**config.mk**
```make
export PLATFORM = sky130hd
export DESIGN_NAME = hub75_scan_ctrl
export DESIGN_NICKNAME = d
export VERILOG_FILES = /design/src/rtl/hub75_scan_ctrl.sv
export SDC_FILE = /design/constraint.sdc
export NUM_CORES = 1
export LEC_CHECK = 0
export CAP_MARGIN = 30
export CORE_MARGIN = 2
export CORE_UTILIZATION = 42
export CTS_BUF_LIST = sky130_fd_sc_hd__clkbuf_16
export CTS_CLUSTER_DIAMETER = 100
export DETAILED_ROUTE_END_ITERATION = 7
export PLACE_DENSITY = 0.8
export SETUP_SLACK_MARGIN = 0.4
export SLEW_MARGIN = 20
export SYNTH_ARGS = -nofsm -noshare
export SYNTH_HDL_FRONTEND = slang
export SYNTH_SLANG_ARGS = --single-unit
```
**constraint.sdc**
```tcl
create_clock -name clk -period 1.87 [get_ports clk]
set_clock_uncertainty 0.1 [all_clocks]
set_input_delay 0.561 -clock clk [delete_from_list [all_inputs] [get_ports clk]]
set_output_delay 0.561 -clock clk [all_outputs]
set_load 0.02 [all_outputs]
```
**src/rtl/hub75_scan_ctrl.sv**
```systemverilog
// hub75_scan_ctrl: walks the framebuffer row by row and bit-plane by bit-plane
// (binary-coded modulation), serves one pixel pair per column request from the
// HUB75 driver, and orders latch/show with plane p lit for BASE_SHOW<<p cycles.
// Shifting of the next plane overlaps the on-period of the current one.
module hub75_scan_ctrl #(
  parameter int COLS      = 64,
  parameter int ROWS      = 32,
  parameter int PLANES    = 4,
  parameter int BASE_SHOW = 16,
  localparam int ROW_W    = (ROWS > 1) ? $clog2(ROWS) : 1,
  localparam int COL_W    = (COLS > 1) ? $clog2(COLS) : 1,
  localparam int ADDR_W   = ROW_W + COL_W
) (
  input  logic                  clk,
  input  logic                  rst,
  input  logic                  in_ENABLE,
  input  logic                  in_ITER,
  input  logic                  in_WAITING,
  output logic [ADDR_W-1:0]     out_MEM_ADDR,
  input  logic [6*PLANES-1:0]   in_MEM_DATA,
  output logic                  out_INIT,
  output logic [2:0]            out_RGB0,
  output logic [2:0]            out_RGB1,
  output logic [4:0]            out_ROW,
  output logic                  out_SHOW,
  output logic                  out_BRIGHT_DIM,
  output logic                  out_FRAME_DONE
);

  localparam int PLANE_W = (PLANES > 1) ? $clog2(PLANES) : 1;
  localparam int MAX_T   = BASE_SHOW << (PLANES - 1);
  localparam int TIMER_W = $clog2(MAX_T + 1);

  typedef enum logic [2:0] {
    IDLE,
    LOAD,
    SHIFT,
    READY,
    SHOW
  } state_t;

  state_t             state_q, state_d;
  logic [ROW_W-1:0]   rowShift_q, rowShift_d;
  logic [PLANE_W-1:0] planeShift_q, planeShift_d;
  logic [COL_W-1:0]   col_q, col_d;
  logic [TIMER_W-1:0] timer_q, timer_d;
  logic [ROW_W-1:0]   showRow_q, showRow_d;
  logic               init_q, init_d;

  // State and datapath registers; everything returns to the idle scan origin on reset.
  always_ff @(posedge clk or negedge rst) begin
    if (!rst) begin
      state_q      <= IDLE;
      rowShift_q   <= '0;
      planeShift_q <= '0;
      col_q        <= '0;
      timer_q      <= '0;
      showRow_q    <= '0;
      init_q       <= 1'b0;
    end else begin
      state_q      <= state_d;
      rowShift_q   <= rowShift_d;
      planeShift_q <= planeShift_d;
      col_q        <= col_d;
      timer_q      <= timer_d;
      showRow_q    <= showRow_d;
      init_q       <= init_d;
    end
  end

  // Next-state logic: scan sequencing, pointer advance and on-period timer.
  always_comb begin
    state_d        = state_q;
    rowShift_d     = rowShift_q;
    planeShift_d   = planeShift_q;
    col_d          = col_q;
    showRow_d      = showRow_q;
    init_d         = 1'b0;
    out_SHOW       = 1'b0;
    out_FRAME_DONE = 1'b0;
    timer_d        = (timer_q != '0) ? timer_q - 1'b1 : timer_q;

    case (state_q)
      IDLE: begin
        if (in_ENABLE) state_d = LOAD;
      end
      LOAD: begin
        col_d   = '0;
        init_d  = 1'b1;
        state_d = SHIFT;
      end
      SHIFT: begin
        if (in_ITER) begin
          if (col_q == COL_W'(COLS - 1)) state_d = READY;
          else                           col_d   = col_q + 1'b1;
        end
      end
      READY: begin
        if (in_WAITING && (timer_q == '0)) state_d = SHOW;
      end
      SHOW: begin
        out_SHOW  = 1'b1;
        showRow_d = rowShift_q;
        timer_d   = TIMER_W'(BASE_SHOW) << planeShift_q;
        if (planeShift_q == PLANE_W'(PLANES - 1)) begin
          planeShift_d = '0;
          if (rowShift_q == ROW_W'(ROWS - 1)) begin
            rowShift_d     = '0;
            out_FRAME_DONE = 1'b1;
          end else begin
            rowShift_d = rowShift_q + 1'b1;
          end
        end else begin
          planeShift_d = planeShift_q + 1'b1;
        end
        state_d = in_ENABLE ? LOAD : IDLE;
      end
      default: state_d = IDLE;
    endcase
  end

  // Pixel bit-select for the plane being shifted; data layout is {R0,G0,B0,R1,G1,B1}.
  always_comb begin
    int p;
    p        = int'(planeShift_q);
    out_RGB0 = {in_MEM_DATA[5*PLANES + p], in_MEM_DATA[4*PLANES + p], in_MEM_DATA[3*PLANES + p]};
    out_RGB1 = {in_MEM_DATA[2*PLANES + p], in_MEM_DATA[1*PLANES + p], in_MEM_DATA[p]};
  end

  assign out_MEM_ADDR   = {rowShift_q, col_q};
  assign out_INIT       = init_q;
  assign out_ROW        = 5'(showRow_q);
  assign out_BRIGHT_DIM = (timer_q == '0);

endmodule

```
## Word level (Yosys, flattened, before mapping)

Index checks and enable logic that the tools add are counted.

| operators by class | value |
|---|---|
| $lt $le $gt $ge | 6 |
| $add $sub $neg | 9 |
| multiplexer cells | 35 |
| reductions and logical operators | 9 |
| shift-type cells | 1 |
| equal/unequal tests | 12 |

Operators by type and width:

| operator | number |
|---|---|
| $bmux W1 S5 | 5 |
| $mux W1 | 17 |
| $mux W8 | 2 |
| $pmux W3 S5 | 1 |
| $add A5 B2 Y6 const A | 2 |
| $lt A5 B6 Y1 const B | 2 |
| $lt A6 B6 Y1 const B | 2 |
| $mux W3 | 4 |
| $mux W6 | 2 |
| $pmux W6 S2 | 1 |
| $add A4 B2 Y5 const A | 2 |
| $ne A2 B2 Y1 const B | 5 |
| $logic_not A8 Y1 | 1 |
| $reduce_bool A8 Y1 | 1 |
| $shl A5 B2 Y8 const A | 1 |
| $sub A8 B1 Y8 const B | 1 |
| $add A6 B1 Y6 const B | 1 |
| $eq A3 B2 Y1 const B | 2 |
| $eq A6 B6 Y1 const B | 1 |
| $lt A2 B6 Y1 const B | 1 |
| $lt A4 B6 Y1 const B | 1 |
| $add A5 B1 Y5 const B | 1 |
| $eq A5 B5 Y1 const B | 1 |
| $mux W5 | 1 |
| 13 further kinds | 14 |

| storage, ports and cells | value |
|---|---|
| word-level logic and storage cells | 79 |
| register bits | 30 |
| output and inout bits | 26 |
| input port bits | 29 |

## Longest topological paths before layout

Gate-level depths: netlist (run 1).

| depth | value |
|---|---|
| word-level depth | 4 |
| gate-level depth with buffers | 7 |
| depth with buffers taken out | 7 |

## Worst setup path after synthesis (run 1)

No wires, ideal clock.

| timing path | value |
|---|---|
| kind | reg2out |
| from | register planeShift_q[0] |
| to | output port out_RGB0[0] |
| cell stages (with the launch flop) | 3 |
| arrival | 1.355 ns |
| path slack | -0.146 ns |
| required time | 1.209 ns |
| buffers on the path | 1 |
| cells stage by stage | dfrtp_1 > clkbuf_1 > mux4_2 |

| on the way | value |
|---|---|
| longest elaborated chain between the ends | 4 |

RTL lines:

| element | line | text |
|---|---|---|
| from (decl) | 44 | `logic [PLANE_W-1:0] planeShift_q, planeShift_d;` |
| from (signal assigned) | 63 | `planeShift_q <= planeShift_d;` |
| $add A4 B2 Y5 | 126 | `out_RGB0 = {in_MEM_DATA[5*PLANES + p], in_MEM_DATA[4*PLANES + p], in_MEM_DATA[3*PLANES + p]};` |
| $bmux W1 S5 | 126 |  |
| $mux W1 (implied by the code) (2 in series) | 126 |  |
| to (decl) | 22 | `output logic [2:0] out_RGB0,` |

Every way passes these cells. The select of a mux whose other input is x is not followed.

## Final worst setup path (run 1)

| timing path | value |
|---|---|
| from | register rowShift_q[0] |
| to | output port out_FRAME_DONE |

| on the way | value |
|---|---|
| longest elaborated chain between the ends | 4 |

RTL lines:

| element | line | text |
|---|---|---|
| from (decl) | 43 | `logic [ROW_W-1:0] rowShift_q, rowShift_d;` |
| from (signal assigned) | 62 | `rowShift_q <= rowShift_d;` |
| $eq A5 B5 Y1 | 107 | `if (rowShift_q == ROW_W'(ROWS - 1)) begin` |
| $mux W1 | 107 |  |
| $mux W1 | 105 | `if (planeShift_q == PLANE_W'(PLANES - 1)) begin` |
| $mux W1 | 83 | `case (state_q)` |
| to (decl) | 27 | `output logic out_FRAME_DONE` |

Every way passes these cells.

==> impl_metrics.csv, run 1 <==
group,metric,value,unit
outcome,status,"complete, but fails checks",
outcome,violations,"setup timing",
route,drcViolationCount,0,
hold_path,whs_endpoint,"out_ROW[1]",
timing,finalCritPeriodShare,115.5,%
floorplanning,rows,23,
power,power.leakage,1.644,nW
run,cap_violations,0,
route,ant_nets,0,
setup_path,r2r_slack,-40,ps
floorplanning,die_area,4716,um2
logic_synthesis,synth-seq-cells,30,
global_route,grt_pass1_vias,1915,
power,sequentialPowerShare,25.0,%
logic_synthesis,synth_cell_type_count,38,
timing,worst_slack,-289.4,ps
setup_path,critPathCaptureType,"output pin",
power,comb_power_share,57.0,%
setup_path,start_kind,"flop",
setup_path,arrival,1500,ps
logic_synthesis,syn_inst,178,
placement,placed_area,2701,um2
power,internal_power,2.557,mW
route,vias_per_cell,5.704,
logic_synthesis,synthTopCellsByArea,"dfrtp_1 43%, mux4_2 7.7%, ha_1 6.4%",
clock_tree,cts_sinks,30,
floorplanning,die-width,68.67,um
power,power_switching,1.567,mW
clock_tree,clk_pin_slew,50,ps
timing,final-hold-violation-count,0,
route,drt_iter0_markers,140,
timing,rsz0062_at_grt,"yes",
clock_tree,h-tree-depth,2,
clock_tree,clkLatencyLatePin,280,ps
logic_synthesis,syn-cell-area,1757,um2
clock_tree,cts_max_path_buffers,2,
setup_path,cp.required,1210,ps
cells_and_area,nets,343,
floorplanning,core,4000,um2
timing,finalMaxSlewViolations,0,
timing,period_needed,2159,ps
logic_synthesis,ys_seq_area_share,42.74,%
clock_tree,ctsHoldBuffers,0,
setup_path,cp_slowest_stage_delay,440,ps
logic_synthesis,synthesis.nets,216,
timing,tightest_slew,419.4,ps
route,drt-total-wl,7.664,mm
global_route,overflow,0,
global_route,grt_pass1_wl,9.563,mm
setup_path,slowest_stage,"dfrtp_2",
setup_path,path_cells,"ha_4 > and3_4 > ha_4 > and3_4 > buf_6",
clock_tree,cts_buffers,5,
timing,fmax,0.4631,GHz
cells_and_area,finish.instance_area,3532,um2
global_route,grtUsageTotal,28.34,%
placement,place.gp.congestion,0.7670,
power,clock_power_share,18.1,%
placement,dp_cells,310,
cells_and_area,n_antenna_cell,0,
floorplanning,die_h,68.67,um
logic_synthesis,synth.avg_cell_area,9.869,um2
logic_synthesis,synth_top_area_share,42.74,%
placement,dpl.hpwl,3.294,mm
timing,setup_viol,11,
floorplanning,initial_core_util,43.92,%
cells_and_area,drive_gt1_share,60.66,%
hold_path,hold_depth,2,
route,routedWlPerCell,21.59,um
route,vias,2025,
route,dr.pass1.iters,4,
placement,io_buffer_count,54,
global_route,antenna_found_initial,0,
global_route,grt_max_degree,31,
setup_path,worstSetupPathType,"flop to output pin",
power,ir_drop,1.200,mV
cells_and_area,syn_to_final_growth,101.1,%
clock_tree,cts_tree,"done",
power,swShare,37.99,%
floorplanning,io_pins,55,
setup_path,worstRegToRegCells,6,
cells_and_area,fin_util,88.30,%
power,powerDensity,1168,nW/um2
logic_synthesis,yosysTopAreaCell,"dfrtp_1",
setup_path,r2r-start,"state_q[0]",
cells_and_area,final.fill_count,151,
logic_synthesis,yosysWarnings,0,
setup_path,worstReg2RegEnd,"col_q[4]",
timing,slew_headroom,71.94,%
clock_tree,cts_root_buf,"clkbuf_16",
hold_path,min_path_type,"flop to flop",
setup_path,critPathMaxFanout,2,
cells_and_area,final_cells,355,
hold_path,min_from,"out_ROW[1]",
-- area by class of cell --
| class | count | area (um2) | area share, % |
|---|---|---|---|
| multi-input combinational | 130 | 1306 | 36.98 |
| inverter | 11 | 48.80 | 1.382 |
| clock inverter | 2 | 7.507 | 0.2125 |
| tap | 50 | 62.56 | 1.771 |
| timing repair buffer | 127 | 1225 | 34.68 |
| clock buffer | 5 | 125.1 | 3.542 |
| sequential | 30 | 757.0 | 21.43 |
-- repair_timing --
action | 4_1_cts | 5_1_grt
hold endpoints to repair | 0 | 0
pin swaps | 13 | 12
cloned | 0 | 0
resized for setup | 233 | 47
endpoints found under the setup margin | 49 | 50
setup buffers | 23 | 15
-- flip-flops by register name, indices dropped and copies added (netlist names) --
signal / cells
state_q: 3
out_ROW: 5
timer_q: 8
out_INIT: 1
col_q: 6
rowShift_q: 5
planeShift_q: 2
-- worst max-delay path, delay by kind of cell (launching register included) --
family	cells	cell delay [ps]
flip-flops	1	440
AND/OR/NAND/NOR	2	320
buffers and inverters	1	120
adder cells (fa/ha/maj)	2	330
-- stage by stage --
stage / hold WS [ps] / TNS (ps) / power (mW) / setup WS, ps
finish: 405.0 / -2107 / 4.124 / -289.4
global route: 432.9 / -2493 / 4.274 / -305.2
CTS: 375.5 / -1754 / 3.576 / -238.2
detailed placement: 365.6 / -7316 / 2.356 / -800.2
global placement: 359.1 / -7116 / 2.327 / -759.0
floorplan: 165.4 / 0 / 1.735 / 73.65
-- routing by layer --
metal / global-route usage (%) / vias up / wire, um
li1: - / 892 / -
met1: 35.24 / 1024 / 2961
met2: 47.96 / 85 / 4048
met3: 4.545 / 24 / 386
met4: 13.25 / 0 / 268
met5: 0 / - / 0
-- layout by cell type, fill, tap and decap left out, types with 4 or more instances in the layout --
| cell | count |
|---|---|
| a21oi_1 | 6 |
| o21ai_2 | 5 |
| mux4_2 | 6 |
| buf_6 | 50 |
| nor2_4 | 5 |
| dfrtp_1 | 25 |
| nor2_1 | 6 |
| o21ai_0 | 4 |
| dlygate4sd2_1 | 25 |
| nand3_1 | 4 |
| inv_1 | 8 |
| nand2_1 | 18 |
| nand2_2 | 7 |
| ha_4 | 6 |
| clkbuf_16 | 5 |
| o21ai_1 | 6 |
| dfrtp_2 | 5 |
| and3_4 | 8 |
| buf_4 | 43 |
-- power by group through the flow --
stage	Clock, mW	Combinational (mW)	Sequential, mW
after floorplan	0	0.635	1.10
after global placement	0	1.35	0.981
after detailed placement	0	1.37	0.986
after CTS	0.745	1.84	0.990
after global routing	0.784	2.45	1.04
final	0.745	2.35	1.03
-- cell usage after synthesis --
library cell / n
dfrtp_1: 30
nand2_1: 26
o21ai_0: 13
nor2_1: 12
inv_1: 11
a21oi_1: 10
ha_1: 9
and3_1: 6
mux4_2: 6
clkbuf_1: 5
a31oi_1: 4
nand3_1: 4
mux2_2: 3
mux2i_1: 3
nor2b_1: 3
nor3_1: 3
a2111o_1: 2
and3_2: 2
buf_2: 2
nand2b_1: 2
o21ai_2: 2
or2_2: 2
or3_1: 2
xnor2_1: 2
a211oi_1: 1
a211oi_2: 1
a21boi_0: 1
a21o_2: 1
a311o_4: 1
a32o_1: 1
a32oi_1: 1
and3_4: 1
nand2b_4: 1
nand4bb_1: 1
nor3b_1: 1
nor4_1: 1
o2111ai_1: 1
o22ai_1: 1
-- kinds of logic after synthesis --
group                    after synthesis  synth area share [%]
multiplexers                          12                 11.32
AND/OR/NAND/NOR                       67                 19.16
AO/OA/AOI/OAI                         40                 15.39
buffers and inverters                 18                 3.989
flip-flops                            30                 42.74
adder cells (fa/ha/maj)                9                 6.410
XOR/XNOR                               2                0.9973
-- how the worst max path moves through the flow --
stage | from | end | slack, ps | cells after the start
6_report | rowShift_q[0] | out_FRAME_DONE | -290 | 5
5_1_grt | rowShift_q[1] | out_FRAME_DONE | -310 | 5
4_1_cts | planeShift_q[0] | out_RGB0[2] | -240 | 3
3_5_place_dp | in_MEM_DATA[23] | out_RGB0[2] | -800 | 3
3_3_place_gp | in_MEM_DATA[10] | out_RGB1[2] | -760 | 3
2_1_floorplan | rowShift_q[1] | out_FRAME_DONE | 70 | 4
No activity file was read; power rests on OpenSTA's default activity.
==> run 2: changes to the inputs <==
--- a/config.mk
+++ b/config.mk
@@ -11,6 +11,7 @@
 export CTS_BUF_LIST = sky130_fd_sc_hd__clkbuf_16
 export CTS_CLUSTER_DIAMETER = 100
 export DETAILED_ROUTE_END_ITERATION = 7
+export GPL_TIMING_DRIVEN = 0
 export PLACE_DENSITY = 0.8
 export SETUP_SLACK_MARGIN = 0.4
 export SLEW_MARGIN = 20
==> constraint.sdc (replaced) <==
create_clock -name clk -period 1.87 [get_ports clk]
set_clock_uncertainty 0.1 [all_clocks]
set_input_delay 0.561 -clock clk [delete_from_list [all_inputs] [get_ports clk]]
set_output_delay 0.561 -clock clk [all_outputs]
set_load 0.01 [all_outputs]
==> run 2 against run 1 <==
Against the previous run:
- global-route usage is 0.76 points lower
- hold slack worse by 180 ps
- count of clock-buffer cells in the layout stayed put
- sequential power hardly changed
- first-iteration DRC count is 55% lower
- worst setup slack worse by 15 ps
- die area stayed put
- critical path depth stayed put
- flip-flop and latch count stayed put
- utilization is 5.6 points lower
- the flow still finishes with violations (setup timing)
==> impl_metrics.csv, run 2 (synthesis results as in run 1) <==
group,metric,value,unit
outcome,status,"complete, but fails checks",
outcome,violations,"setup timing",
global_route,grtUsageTotal,27.58,%
route,drt-total-wl,6.676,mm
route,vias_per_cell,5.456,
cells_and_area,mostFrequentLayoutCells,"40 x buf_6, 38 x buf_4, 25 x dfrtp_1, 25 x dlygate4sd2_1, 22 x nand2_1",
clock_tree,cts_sinks,30,
floorplanning,die-width,68.67,um
clock_tree,cts_buffers,5,
timing,slew_headroom,55.20,%
run,cap_violations,0,
floorplanning,die_h,68.67,um
placement,dp_cells,282,
placement,io_buffer_count,54,
cells_and_area,n_antenna_cell,0,
clock_tree,cts_root_buf,"clkbuf_16",
clock_tree,cts_tree,"done",
timing,tightest_slew,672.1,ps
timing,period_needed,2174,ps
floorplanning,io_pins,55,
power,powerDensity,1154,nW/um2
global_route,antenna_found_initial,0,
placement,place.gp.congestion,0.7806,
floorplanning,initial_core_util,43.92,%
timing,tns,-1928,ps
global_route,grt_pass1_wl,9.328,mm
clock_tree,clkLatencyLatePin,280,ps
setup_path,critPathCaptureType,"output pin",
floorplanning,core,4000,um2
setup_path,path_buf_inv,1,
timing,finalCritPeriodShare,116.3,%
power,ir_drop,0.9473,mV
cells_and_area,final_cells,349,
floorplanning,die_area,4716,um2
power,power.leakage,1.575,nW
route,routedWlPerCell,19.13,um
route,vias,1904,
setup_path,critPathMaxFanout,2,
cells_and_area,largest-register,"timer_q",
setup_path,slowest_stage,"dfrtp_1",
floorplanning,rows,23,
clock_tree,cts_max_path_buffers,2,
cells_and_area,largestRegisters,"timer_q x8, col_q x6",
cells_and_area,nets,336,
setup_path,start_kind,"flop",
timing,rsz0062_at_grt,"yes",
setup_path,crit_top_cell,"and3_4",
setup_path,cp.required,1210,ps
setup_path,cpLargestDelayFamily,"flip-flops",
global_route,grt_max_degree,31,
route,drcViolationCount,0,
setup_path,path_cells,"ha_2 > and3_4 > ha_4 > and3_4 > buf_6",
clock_tree,ctsHoldBuffers,0,
power,total_power,3.817,mW
setup_path,worstSetupPathType,"flop to output pin",
timing,fmax,0.4600,GHz
placement,dpl.hpwl,3.121,mm
timing,setup_viol,8,
cells_and_area,drive_gt1_share,56.86,%
cells_and_area,fin_util,82.67,%
timing,worst_slack,-303.9,ps
clock_tree,h-tree-depth,2,
clock_tree,clk_pin_slew,50,ps
route,ant_nets,0,
timing,final-hold-violation-count,0,
timing,finalMaxSlewViolations,0,
hold_path,min_path_type,"input pin to asynchronous set/reset pin",
setup_path,cp_slowest_stage_delay,390,ps
route,dr.pass1.iters,4,
global_route,grt_pass1_vias,1930,
cells_and_area,final_common_cell,"buf_6",
global_route,overflow,0,
cells_and_area,largest_reg_flops,8,
route,drt_iter0_markers,63,
setup_path,arrival,1510,ps
cells_and_area,syn_to_final_growth,88.25,%
placement,pre_cts_ws,-717.6,ps
-- run 2: power breakdown --
group | leakage, nW | internal (mW) | switching [mW]
clock | 0.0724 | 0.479 | 0.277
sequential | 0.380 | 0.830 | 0.210
combinational | 1.12 | 1.13 | 0.891
total | 1.57 | 2.44 | 1.38
-- run 2: routing by layer --
metal / up-vias / routed length [um] / track usage (%)
li1: 880 / - / -
met2: 46 / 3760 / 49.04
met1: 962 / 2543 / 32.04
met4: 0 / 143 / 11.75
met5: - / 0 / 0
met3: 16 / 229 / 5.519
-- run 2: cell type report --
| cell class | count | area [um2] |
|---|---|---|
| buffer | 7 | 81.33 |
| clock buffer | 5 | 125.1 |
| clock inverter | 3 | 12.51 |
| fill | 204 | 693.2 |
| inverter | 11 | 43.79 |
| multi-input combinational | 130 | 1216 |
| sequential | 30 | 757.0 |
| tap | 50 | 62.56 |
| timing repair buffer | 113 | 1008 |
-- run 2: worst paths after layout --
path | from | end | cells after the start | slack [ps]
min in group clk | out_ROW[1] | out_ROW[1] | 2 | 390
hold reg to reg | out_ROW[1] | out_ROW[1] | 2 | 390
hold / removal | rst | rowShift_q[0] | 1 | 220
max in group asynchronous | rst | timer_q[2] | 1 | 970
setup reg to reg | state_q[0] | col_q[3] | 5 | 70
setup / recovery | rowShift_q[1] | out_FRAME_DONE | 5 | -300
-- run 2: what timing repair did --
action | in CTS | in global routing
pin swaps | 16 | 12
resized for setup | 198 | 36
setup endpoints to repair | 48 | 46
buffers inserted | 39 | 20
-- run 2: worst register-to-register path, delay by kind of cell (launching register included) --
| kind | cells | cell delay, ps |
|---|---|---|
| AOI/OAI and AO/OA | 3 | 910 |
| buffers and inverters | 1 | 140 |
| and+or+nand+nor | 1 | 150 |
| DFF | 1 | 430 |
-- run 2: through the flow --
stage	cell area [um2]	hold WS [ps]
after floorplan	1847	165.4
after global placement	2450	360.7
after detailed placement	2445	362.2
after CTS	3033	246.7
after global routing	3307	288.6
final	3307	222.4
